## src/rtl/skinny_sbox8_dom1_seq_if.sv

```systemverilog
// Command/state bus and refreshing-mask handshake between a client and the
// sequential DOM1 SubCells controller.
interface skinny_sbox8_dom1_seq_if #(
  parameter int NBYTES = 16
);
  logic                start;
  logic [8*NBYTES-1:0] st0_i, st1_i;
  logic [8*NBYTES-1:0] st0_o, st1_o;
  logic                busy, done;
  logic [7:0]          rnd_i;
  logic                rnd_valid, rnd_ready;

  modport master (
    output start, st0_i, st1_i, rnd_i, rnd_valid,
    input  st0_o, st1_o, busy, done, rnd_ready
  );
  modport slave (
    input  start, st0_i, st1_i, rnd_i, rnd_valid,
    output st0_o, st1_o, busy, done, rnd_ready
  );
endinterface

```

## src/rtl/skinny_sbox8_dom1_seq.sv

```systemverilog
// Byte-serial SubCells controller driving an external first-order DOM sbox8:
// one byte per FETCH/HOLD/CAPT round, one fresh mask byte consumed per byte.
module skinny_sbox8_dom1_seq #(
  parameter int SBOX_LAT = 4,
  parameter int NBYTES   = 16
) (
  input  logic                   clk,
  input  logic                   rst,
  skinny_sbox8_dom1_seq_if.slave bus,
  output logic [7:0]             sbox_si0,
  output logic [7:0]             sbox_si1,
  output logic [7:0]             sbox_r,
  input  logic [7:0]             sbox_bo0,
  input  logic [7:0]             sbox_bo1
);
  localparam int IW = (NBYTES > 1) ? $clog2(NBYTES) : 1;
  localparam int CW = (SBOX_LAT > 1) ? $clog2(SBOX_LAT) : 1;
  localparam logic [IW-1:0] LAST_IDX = IW'(NBYTES - 1);
  localparam logic [CW-1:0] LAST_CNT = CW'(SBOX_LAT - 1);

  typedef enum logic [2:0] {IDLE, FETCH, HOLD, CAPT, DONE} state_t;

  state_t                 state_q, state_d;
  logic [IW-1:0]          idx;
  logic [CW-1:0]          cnt;
  logic [NBYTES-1:0][7:0] sh0, sh1;
  logic                   load, fetch, capt, rnd_rdy;

  assign load  = (state_q == IDLE) && bus.start;
  assign fetch = (state_q == FETCH) && bus.rnd_valid;
  assign capt  = (state_q == CAPT);

  always_ff @(posedge clk) begin
    if (rst) state_q <= IDLE;
    else     state_q <= state_d;
  end

  always_comb begin
    state_d = state_q;
    rnd_rdy = 1'b0;
    case (state_q)
      IDLE:  if (bus.start) state_d = FETCH;
      FETCH: begin
        rnd_rdy = 1'b1;
        if (bus.rnd_valid) state_d = HOLD;
      end
      HOLD:  if (cnt == LAST_CNT) state_d = CAPT;
      CAPT:  state_d = (idx == LAST_IDX) ? DONE : FETCH;
      DONE:  state_d = IDLE;
      default: state_d = IDLE;
    endcase
  end

  assign bus.rnd_ready = rnd_rdy;
  assign bus.busy      = (state_q != IDLE);
  assign bus.done      = (state_q == DONE);
  assign bus.st0_o     = sh0;
  assign bus.st1_o     = sh1;

  // Sbox operands are only written on the FETCH handshake, so they stay put
  // for the whole HOLD/CAPT window the masked sbox relies on.
  always_ff @(posedge clk) begin
    if (rst) begin
      idx      <= '0;
      cnt      <= '0;
      sbox_si0 <= '0;
      sbox_si1 <= '0;
      sbox_r   <= '0;
    end else begin
      if (load) idx <= '0;
      if (fetch) begin
        sbox_si0 <= sh0[idx];
        sbox_si1 <= sh1[idx];
        sbox_r   <= bus.rnd_i;
        cnt      <= '0;
      end
      if (state_q == HOLD) cnt <= cnt + 1'b1;
      if (capt && idx != LAST_IDX) idx <= idx + 1'b1;
    end
  end

  // Per-byte share lanes; each share lane sees only its own share input.
  for (genvar b = 0; b < NBYTES; b++) begin : g_lane
    logic [7:0] b0_q, b1_q;
    logic       hit;
    assign hit = capt && (idx == IW'(b));
    always_ff @(posedge clk) begin
      if (rst) begin
        b0_q <= '0;
        b1_q <= '0;
      end else if (load) begin
        b0_q <= bus.st0_i[8*b +: 8];
        b1_q <= bus.st1_i[8*b +: 8];
      end else if (hit) begin
        b0_q <= sbox_bo0;
        b1_q <= sbox_bo1;
      end
    end
    assign sh0[b] = b0_q;
    assign sh1[b] = b1_q;
  end
endmodule

```

## src/flat_wrapper.sv

```systemverilog
// flat-port wrapper written by rule: the top's interface ports become plain ports
module skinny_sbox8_dom1_seq_flat 
#(
  parameter int SBOX_LAT = 4,
  parameter int NBYTES   = 16
)
  (clk, rst, sbox_si0, sbox_si1, sbox_r, sbox_bo0, sbox_bo1, bus_start, bus_st0_i, bus_st1_i, bus_rnd_i, bus_rnd_valid, bus_st0_o, bus_st1_o, bus_busy, bus_done, bus_rnd_ready);
  skinny_sbox8_dom1_seq_if #(.NBYTES(NBYTES)) bus_i ();
  input  logic clk;
  input  logic rst;
  output logic [7:0] sbox_si0;
  output logic [7:0] sbox_si1;
  output logic [7:0] sbox_r;
  input  logic [7:0] sbox_bo0;
  input  logic [7:0] sbox_bo1;
  input wire logic [$bits(bus_i.start)-1:0] bus_start;
  input wire logic [$bits(bus_i.st0_i)-1:0] bus_st0_i;
  input wire logic [$bits(bus_i.st1_i)-1:0] bus_st1_i;
  input wire logic [$bits(bus_i.rnd_i)-1:0] bus_rnd_i;
  input wire logic [$bits(bus_i.rnd_valid)-1:0] bus_rnd_valid;
  output wire logic [$bits(bus_i.st0_o)-1:0] bus_st0_o;
  output wire logic [$bits(bus_i.st1_o)-1:0] bus_st1_o;
  output wire logic [$bits(bus_i.busy)-1:0] bus_busy;
  output wire logic [$bits(bus_i.done)-1:0] bus_done;
  output wire logic [$bits(bus_i.rnd_ready)-1:0] bus_rnd_ready;
  assign bus_i.start = bus_start;
  assign bus_i.st0_i = bus_st0_i;
  assign bus_i.st1_i = bus_st1_i;
  assign bus_i.rnd_i = bus_rnd_i;
  assign bus_i.rnd_valid = bus_rnd_valid;
  assign bus_st0_o = bus_i.st0_o;
  assign bus_st1_o = bus_i.st1_o;
  assign bus_busy = bus_i.busy;
  assign bus_done = bus_i.done;
  assign bus_rnd_ready = bus_i.rnd_ready;
  skinny_sbox8_dom1_seq #(.SBOX_LAT(SBOX_LAT), .NBYTES(NBYTES)) u_core (.clk(clk), .rst(rst), .bus(bus_i), .sbox_si0(sbox_si0), .sbox_si1(sbox_si1), .sbox_r(sbox_r), .sbox_bo0(sbox_bo0), .sbox_bo1(sbox_bo1));
endmodule
```

## config.mk

```make
export PLATFORM = sky130hd
export DESIGN_NAME = skinny_sbox8_dom1_seq_flat
export DESIGN_NICKNAME = d
export VERILOG_FILES = /design/src/rtl/skinny_sbox8_dom1_seq_if.sv /design/src/rtl/skinny_sbox8_dom1_seq.sv /design/src/flat_wrapper.sv
export SDC_FILE = /design/constraint.sdc
export NUM_CORES = 1
export LEC_CHECK = 0
export ABC_AREA = 1
export BUFFER_PORTS_ARGS = -buffer_cell sky130_fd_sc_hd__buf_2
export CAP_MARGIN = 20
export CORE_ASPECT_RATIO = 1.4
export CORE_MARGIN = 5
export CORE_UTILIZATION = 35
export CTS_CLUSTER_DIAMETER = 100
export DETAILED_ROUTE_END_ITERATION = 8
export PLACE_DENSITY = 0.58
export SETUP_SLACK_MARGIN = 0.4
export SLEW_MARGIN = 25
export SYNTH_ARGS = -nofsm -noshare
export SYNTH_HDL_FRONTEND = slang
export SYNTH_SLANG_ARGS = --single-unit
export TNS_END_PERCENT = 20
```

## constraint.sdc

```tcl
create_clock -name clk -period 5.4 [get_ports clk]
set_clock_uncertainty 0.2 [all_clocks]
set_input_delay 0.81 -clock clk [delete_from_list [all_inputs] [get_ports clk]]
set_output_delay 0.81 -clock clk [all_outputs]
set_load 0.01 [all_outputs]
```

# Yosys cells after proc, flatten, opt, wreduce, memory -nomap -nowiden
# Cells that the tools add are included.
# classes
n_mux	78
add_sub_neg	2
eq_ne	24
magnitude_cmp	1
n_reduce_logical	41
# ops
op	n
$mux 8	66
$bmux 8 s4	2
$reduce_bool 2->1	18
$eq 4x4->1 const B	8
$logic_and 1x1->1	19
$eq 4x3->1 const B	4
$mux 3	4
$pmux 3 s4	1
$eq 4x2->1 const B	2
$mux 4	2
$eq 3x2->1 const B	2
$lt 4x5->1 const B	1
$add 4x1->4 const B	1
$eq 4x1->1 const B	1
$logic_not 4->1	1
$mux 2	2
$ne 2x2->1 const B	2
$ne 4x4->1 const B	1
$eq 3x1->1 const B	1
$eq 3x3->1 const B	1
$logic_not 3->1	1
$reduce_and 3->1	1
$reduce_bool 3->1	1
$add 2x1->2 const B	1
3 further kinds	3
# word_totals
regBits	289
inputBits	284
wordCells	184

# Depth between registers and ports, before layout
# Gate-level depths: netlist of the first run.
# depth
depth_word	4
mapped_depth	11
mapped_depth_nobuf	8

# Worst setup path after synthesis of the first run
# No wires, ideal clock.
# synth_timing
path_kind	register -> register
from	register u_core.idx[1]
to	register u_core.g_lane[1].b0_q[6]
path_stages_with_launch	12
path_buffers	3
arrival_time_ns	1.993
synth_period_minus_slack_ns	2.264
path_slack_ns	3.136
cell_sequence	dfxtp_1 inv_1 clkbuf_1 buf_1 ha_1 inv_1 nor2_4 nand2_2 nand2_2 buf_2 nand2_1 a21oi_1
# synth_between
elab_chain_len	3
# synth_lines
item	line_no	text
start: declaration	skinny_sbox8_dom1_seq.sv:24	logic [IW-1:0] idx;
start signal: assignment	skinny_sbox8_dom1_seq.sv:78	if (capt && idx != LAST_IDX) idx <= idx + 1'b1;
$eq 4x1->1	skinny_sbox8_dom1_seq.sv:86	assign hit = capt && (idx == IW'(b));
$logic_and 1x1->1	skinny_sbox8_dom1_seq.sv:86	
$reduce_bool 2->1 (no line)	--	
end signal: assignment	skinny_sbox8_dom1_seq.sv:92	b0_q <= bus.st0_i[8*b +: 8];
end signal: assignment	skinny_sbox8_dom1_seq.sv:95	b0_q <= sbox_bo0;
end: declaration	skinny_sbox8_dom1_seq.sv:84	logic [7:0] b0_q, b1_q;
# No other way between the ends.
# A chain may end at the register's enable or synchronous reset.

# Final worst setup path of the first run
# layout_timing
from	register u_core.idx[0]
to	register u_core.g_lane[14].b1_q[2]
# layout_between
elab_chain_len	3
# layout_lines
item	line_no	text
$eq 4x4->1	skinny_sbox8_dom1_seq.sv:86	
$logic_and 1x1->1	skinny_sbox8_dom1_seq.sv:86	
$reduce_bool 2->1 (no line)	--	
end signal: assignment	skinny_sbox8_dom1_seq.sv:93	b1_q <= bus.st1_i[8*b +: 8];
end signal: assignment	skinny_sbox8_dom1_seq.sv:96	b1_q <= sbox_bo1;
end: declaration	skinny_sbox8_dom1_seq.sv:84	
# No other way between the ends.

==> reports/results.ini, run 1 <==
[status]
outcome=finished, final reports clean

[cts]
htree_levels=2
cts_tree=done
clock-sinks=289
cts_buffers=34
cts_buffer_depth=3
ctsHoldBuffers=0
insertion_delay_ns=0.53
cts.clk_slew.worst_paths_ns=0.06
post_cts_buffers=0
ctsResizeCount=0
root_buffer=clkbuf_16

[flow_run]
maxCapViolations=0

[sta]
slew_violations=0
finalCriticalPeriod_ns=3.39
timing.fmax_mhz=295
hold_violations=0
worst_slew_pin_slew_ns=1.09
setup_viol=0
slew_headroom_pct=27.3
finalCritPeriodShare_pct=62.7
finalSetupTns_ns=0
rsz0062_at_grt=false

[power]
seq_power_share_pct=38.5
ir_drop_mv=0.172
switchingPower_mw=2.35
p_per_area_mw_per_mm2=328
p_int_mw=4.31
pwr-share-comb_pct=25.6
pwr-share-clk_pct=35.8
p_total_mw=6.66
p_leak_nw=10.2
switching_share_pct=35.3

[synthesis]
ys_warn_count=0
synth.distinct_cells=23
ys_ff_latch=289
syn_avg_cell_area_sq_um=6.10
synth_area_sq_mm=0.0161
synth-seq-area-share_pct=35.8
synth_fp_nets=2936
synthCells=2647

[global_routing]
grt_usage_pct=30.9
use_met2_pct=52.7
first_global_vias=18800
global_route.usage.met1_pct=38.2
grt_pass1_wl_mm=120
antenna_found_initial=3
met3_usage_pct=4.96
grt_max_degree=167
grt_overflow=0
top_usage_layer=met2

[worst_setup_path]
critPathRequiredTime_ns=5.57
crit_path_top_delay_cell=dfxtp_4
startpoint_type=flop
cp_top_family=simple AND/OR/NAND/NOR gates
worst-setup-path-type=flop to flop
endpoint_kind=flop
max_stage_delay_ns=0.90
crit_top_cell=nand2_2
path_cells=inv_4 -> ha_1 -> inv_1 -> nor2_4 -> nand2_2 -> nand2_2 -> nand2_1 -> a21oi_1
critPathArrivalTime_ns=3.56
critPathBufInv=2
crit_path_max_fanout=71

[place]
placed_cell_area_sq_mm=0.0192
dp_hpwl_mm=59.1
gp_congestion=0.894
port_buffers=566

[floorplan]
die_width_um=192
die-height_um=264
ioPinCount=567
initial_core_util_pct=35.2
row_count=93
die_area_sq_mm=0.0506
coreArea_sq_mm=0.0458

[finish]
drive_gt1_share_pct=22.3
regArea_sq_mm=0.00579
fin_area_sq_mm=0.0203
multiInputGateArea_sq_mm=0.00790
final_util_pct=44.3
mostFrequentLayoutCell=nand2_1
final_net_count=3369
fill_cells=5159
layout_common_cells=nand2_1 (640), buf_2 (565), inv_1 (437)
syn_to_final_growth_pct=25.8

[min_path]
hp-class=flop to flop

[drt]
ant_nets=0
routed_wl_mm=82.7
drt_iter0_drc=1669
drcViolationCount=0
drtPass1Iterations=7
num_vias=19700
routedWlPerCell_um=22.2
routed_via_density=5.29

==> cell families after synthesis <==
logic type | Yosys count | share of synthesized area [%]
simple gates | 1157 | 31.0
fa+ha+maj | 5 | 0.387
xor+xnor | 1 | 0.0542
compound gates | 561 | 17.4
buf+inv | 634 | 15.4
flops | 289 | 35.8
==> power groups by stage <==
stage	clock network [mW]	logic, mW	registers [mW]
final	2.39	1.71	2.57
after global routing	2.49	1.87	2.58
after CTS	2.42	1.70	2.56
after detailed placement	0	1.69	2.60
after global placement	0	1.67	2.60
after floorplan	0	0.896	2.62
==> final timing paths <==
path	depth (start not counted)	start	slack [ns]	endpoint
setup reg to reg	8	u_core.idx[0]	2.01	u_core.g_lane[14].b1_q[2]
setup / recovery	8	u_core.idx[0]	2.01	u_core.g_lane[14].b1_q[2]
hold reg to reg	2	u_core.sbox_r[7]	0.26	u_core.sbox_r[7]
hold / removal	2	u_core.sbox_r[7]	0.26	u_core.sbox_r[7]
==> metal layers <==
layer	part of all wire, %	up-vias
li1	-	9236
met1	39	9259
met2	48	1030
met3	8.1	171
met4	4.7	0
met5	0	-
==> cells in the mapped netlist <==
master | n | area share [%]
nor2_1 | 65 | 1.5
inv_1 | 438 | 10
o21ai_0 | 230 | 7.1
clkbuf_1 | 114 | 2.6
clkinv_1 | 2 | 0.047
nand2_2 | 32 | 1.2
buf_4 | 5 | 0.23
ha_1 | 5 | 0.39
nor3_1 | 1 | 0.031
xor2_1 | 1 | 0.054
inv_2 | 1 | 0.023
nand2_1 | 642 | 15
o21ai_1 | 61 | 1.9
nand3_2 | 1 | 0.062
nor3_2 | 1 | 0.062
buf_2 | 66 | 2.0
dfxtp_1 | 289 | 36
nor2_4 | 5 | 0.35
a21oi_1 | 270 | 8.4
buf_1 | 8 | 0.19
nand3_1 | 407 | 13
or2_2 | 2 | 0.077
nand3_4 | 1 | 0.11
==> worst min-delay path, delay by kind of cell (launching register included) <==
| family | cells | cell delay (ns) |
|---|---|---|
| flops | 1 | 0.30 |
| simple gates | 1 | 0.06 |
| compound gates | 1 | 0.05 |
==> sequential cells by signal, summed over array words and instances (netlist names) <==
name                count
u_core.g_lane.b0_q    128
u_core.g_lane.b1_q    128
u_core.sbox_r           8
u_core.sbox_si0         8
u_core.sbox_si1         8
u_core.idx              4
u_core.state_q          3
u_core.cnt              2
==> metrics by stage <==
| stage | setup WS, ns | hold slack [ns] | instances |
|---|---|---|---|
| finish | 2.01 | 0.262 | 3723 |
| global route | 1.86 | 0.290 | 3723 |
| CTS | 2.04 | 0.264 | 3722 |
| detailed placement | 1.94 | 0.254 | 3661 |
| global placement | 1.99 | 0.245 | 3661 |
| floorplan | 3.14 | 0.233 | 2647 |
==> final cells by class <==
| cell class | instances | share of cell area (%) |
|---|---|---|
| multi-input cells | 1724 | 38.9 |
| diodes | 1 | 0.0123 |
| clock inverters | 8 | 0.339 |
| repair buffers | 590 | 15.1 |
| flip-flops and latches | 289 | 28.5 |
| inverters | 441 | 8.16 |
| well taps | 617 | 3.80 |
| clock buffers | 53 | 5.25 |
(Power assumes the default switching activity.)
==> run 2: changes to the inputs <==
==> constraint.sdc (replaced) <==
create_clock -name clk -period 3.4 [get_ports clk]
set_clock_uncertainty 0.2 [all_clocks]
set_input_delay 0.51 -clock clk [delete_from_list [all_inputs] [get_ports clk]]
set_output_delay 0.51 -clock clk [all_outputs]
set_load 0.01 [all_outputs]
==> run 2 against run 1 <==
  * Utilization rose by 0.38 points
  * Cell count rose by 0.81%
  * Global-route usage barely moved
  * Non-clock buffer count rose by 34
  * Register-to-register slack got worse by 1.5 ns
  * Final area rose by 0.87%
  * Count of clock-buffer cells in the layout fell by 8
  * Flip-flop and latch count did not move
  * First-iteration DRC count rose by 6.8%
  * Wire length rose by 0.23%
  * Critical path type unchanged
  * Critical endpoint is now u_core.g_lane[2].b1_q[7]
==> reports/results.ini, run 2 (synthesized netlist as in run 1, its figures left out) <==
[place]
port_buffers=566
gp_congestion=0.946
dp_hpwl_mm=60.3
placed_cell_area_sq_mm=0.0194

[worst_setup_path]
path_cells=nor2_1 -> nand3_4 -> buf_12 -> buf_4 -> o21ai_0 -> nand2_1 -> a21oi_1
critPathBufInv=2
max_stage_delay_ns=0.52
critPathArrivalTime_ns=3.16
critPathRequiredTime_ns=3.70
endpoint_kind=flop
crit_path_top_delay_cell=nand3_4
cp_top_family=simple AND/OR/NAND/NOR gates
crit_path_max_fanout=52
worst-setup-path-type=flop to flop
startpoint_type=flop

[drt]
wl_met2_mm=39.9
drcViolationCount=0
num_vias=20000
drt_iter0_drc=1782
top_layer=met5
routedWlPerCell_um=22.1
met1_length_mm=31.7
routed_wl_mm=82.9
dr_wl_met3_mm=6.90
ant_nets=0
routed_via_density=5.32
drtPass1Iterations=6

[power]
seq_power_share_pct=39.6
pwr-share-comb_pct=27.0
switching_share_pct=35.8
ir_drop_mv=0.369
p_int_mw=6.62
p_leak_nw=10.3
p_per_area_mw_per_mm2=503
pwr-share-clk_pct=33.4
switchingPower_mw=3.69

[min_path]
hp-class=primary input to flop

[global_routing]
first_global_vias=19000
grt_max_degree=111
grt_pass1_wl_mm=120
grt_usage_pct=30.9
grt_overflow=0
antenna_found_initial=3

[floorplan]
row_count=93
die_area_sq_mm=0.0506
ioPinCount=567
initial_core_util_pct=35.2
die-height_um=264
die_width_um=192
coreArea_sq_mm=0.0458

[sta]
slew_headroom_pct=41.2
finalCritPeriodShare_pct=84.2
finalCriticalPeriod_ns=2.86
setup_viol=0
fin_hold_ws_ns=0.0617
timing.fmax_mhz=349
finalSetupTns_ns=0
rsz0062_at_grt=false
hold_violations=0
slew_violations=0
worst_slew_pin_slew_ns=0.882

[finish]
top_regs=u_core.g_lane.b0_q x128, u_core.g_lane.b1_q x128
drive_gt1_share_pct=22.8
syn_to_final_growth_pct=26.9
fin_area_sq_mm=0.0205
layout_common_cells=nand2_1 (642), buf_2 (565), inv_1 (437)
fill_cells=5200
mostFrequentLayoutCell=nand2_1
final_net_count=3400
final_util_pct=44.7

[cts]
insertion_delay_ns=0.59
clock-sinks=289
cts_tree=done
cts_buffers=31
cts_buffer_depth=3
root_buffer=clkbuf_16
htree_levels=1
cts.clk_slew.worst_paths_ns=0.06
ctsResizeCount=0

[status]
outcome=finished, final reports clean

[flow_run]
maxCapViolations=0

==> run 2: cell count changes in the layout (fill, tap and decap cells not counted), moves of 3 or more <==
| cell | before | now |
|---|---|---|
| clkbuf_16 | 37 | 32 |
| buf_4 | 21 | 45 |
| clkbuf_1 | 8 | 5 |
| dlygate4sd3_1 | 0 | 8 |
| diode_2 | 1 | 4 |
==> run 2: cell type report <==
class                           instances  area [sq um]  area share [%]
Antenna cell                            4          10.0          0.0488
Clock buffer                           45           930            4.54
Clock inverter                          9          78.8           0.385
Inverter                              441          1660            8.09
Multi-Input combinational cell       1724          7890            38.5
Sequential cell                       289          5790            28.3
Tap cell                              617           772            3.77
Timing Repair Buffer                  624          3360            16.4
==> run 2: worst min-delay path: cells and delay by family <==
kind / cells / cell delay (ns)
AO/OA/AOI/OAI: 2 / 0.11
buffers and inverters: 2 / 0.14
AND/OR/NAND/NOR: 1 / 0.05
==> run 2: timing repair <==
item,CTS,global route
setup endpoints to repair,0,0
setup buffers,0,0
endpoints found under the hold margin,8,0
hold buffers,8,0
==> run 2: power by group through the flow <==
stage	logic [mW]	clock network, mW	registers [mW]
final	2.78	3.44	4.09
after global routing	3.05	3.61	4.11
after CTS	2.77	3.48	4.07
after detailed placement	2.75	0	4.14
after global placement	2.72	0	4.15
after floorplan	1.42	0	4.17
==> run 2: layer usage <==
layer / track usage (%) / vias to the layer above
met3: 4.34 / 197
met5: 0 / -
met2: 52.6 / 1121
met1: 38.3 / 9337
li1: - / 9310
met4: 14.2 / 2
==> run 2: through the flow <==
stage | setup WS (ns) | total power, mW | std cells
global route | 0.430 | 10.8 | 3751
floorplan | 1.14 | 5.59 | 2647
detailed placement | 0.635 | 6.89 | 3687
finish | 0.538 | 10.3 | 3753
CTS | 0.629 | 10.3 | 3749
global placement | 0.661 | 6.87 | 3687
==> run 2: worst paths after layout <==
path | from | endpoint | slack, ns | depth (start not counted)
worst max-delay path | u_core.state_q[1] | u_core.g_lane[2].b1_q[7] | 0.54 | 7
worst min-delay path | bus_st0_i[53] | u_core.g_lane[6].b0_q[5] | 0.06 | 5
worst max register to register | u_core.state_q[1] | u_core.g_lane[2].b1_q[7] | 0.54 | 7
worst min register to register | u_core.sbox_r[4] | u_core.sbox_r[4] | 0.27 | 2
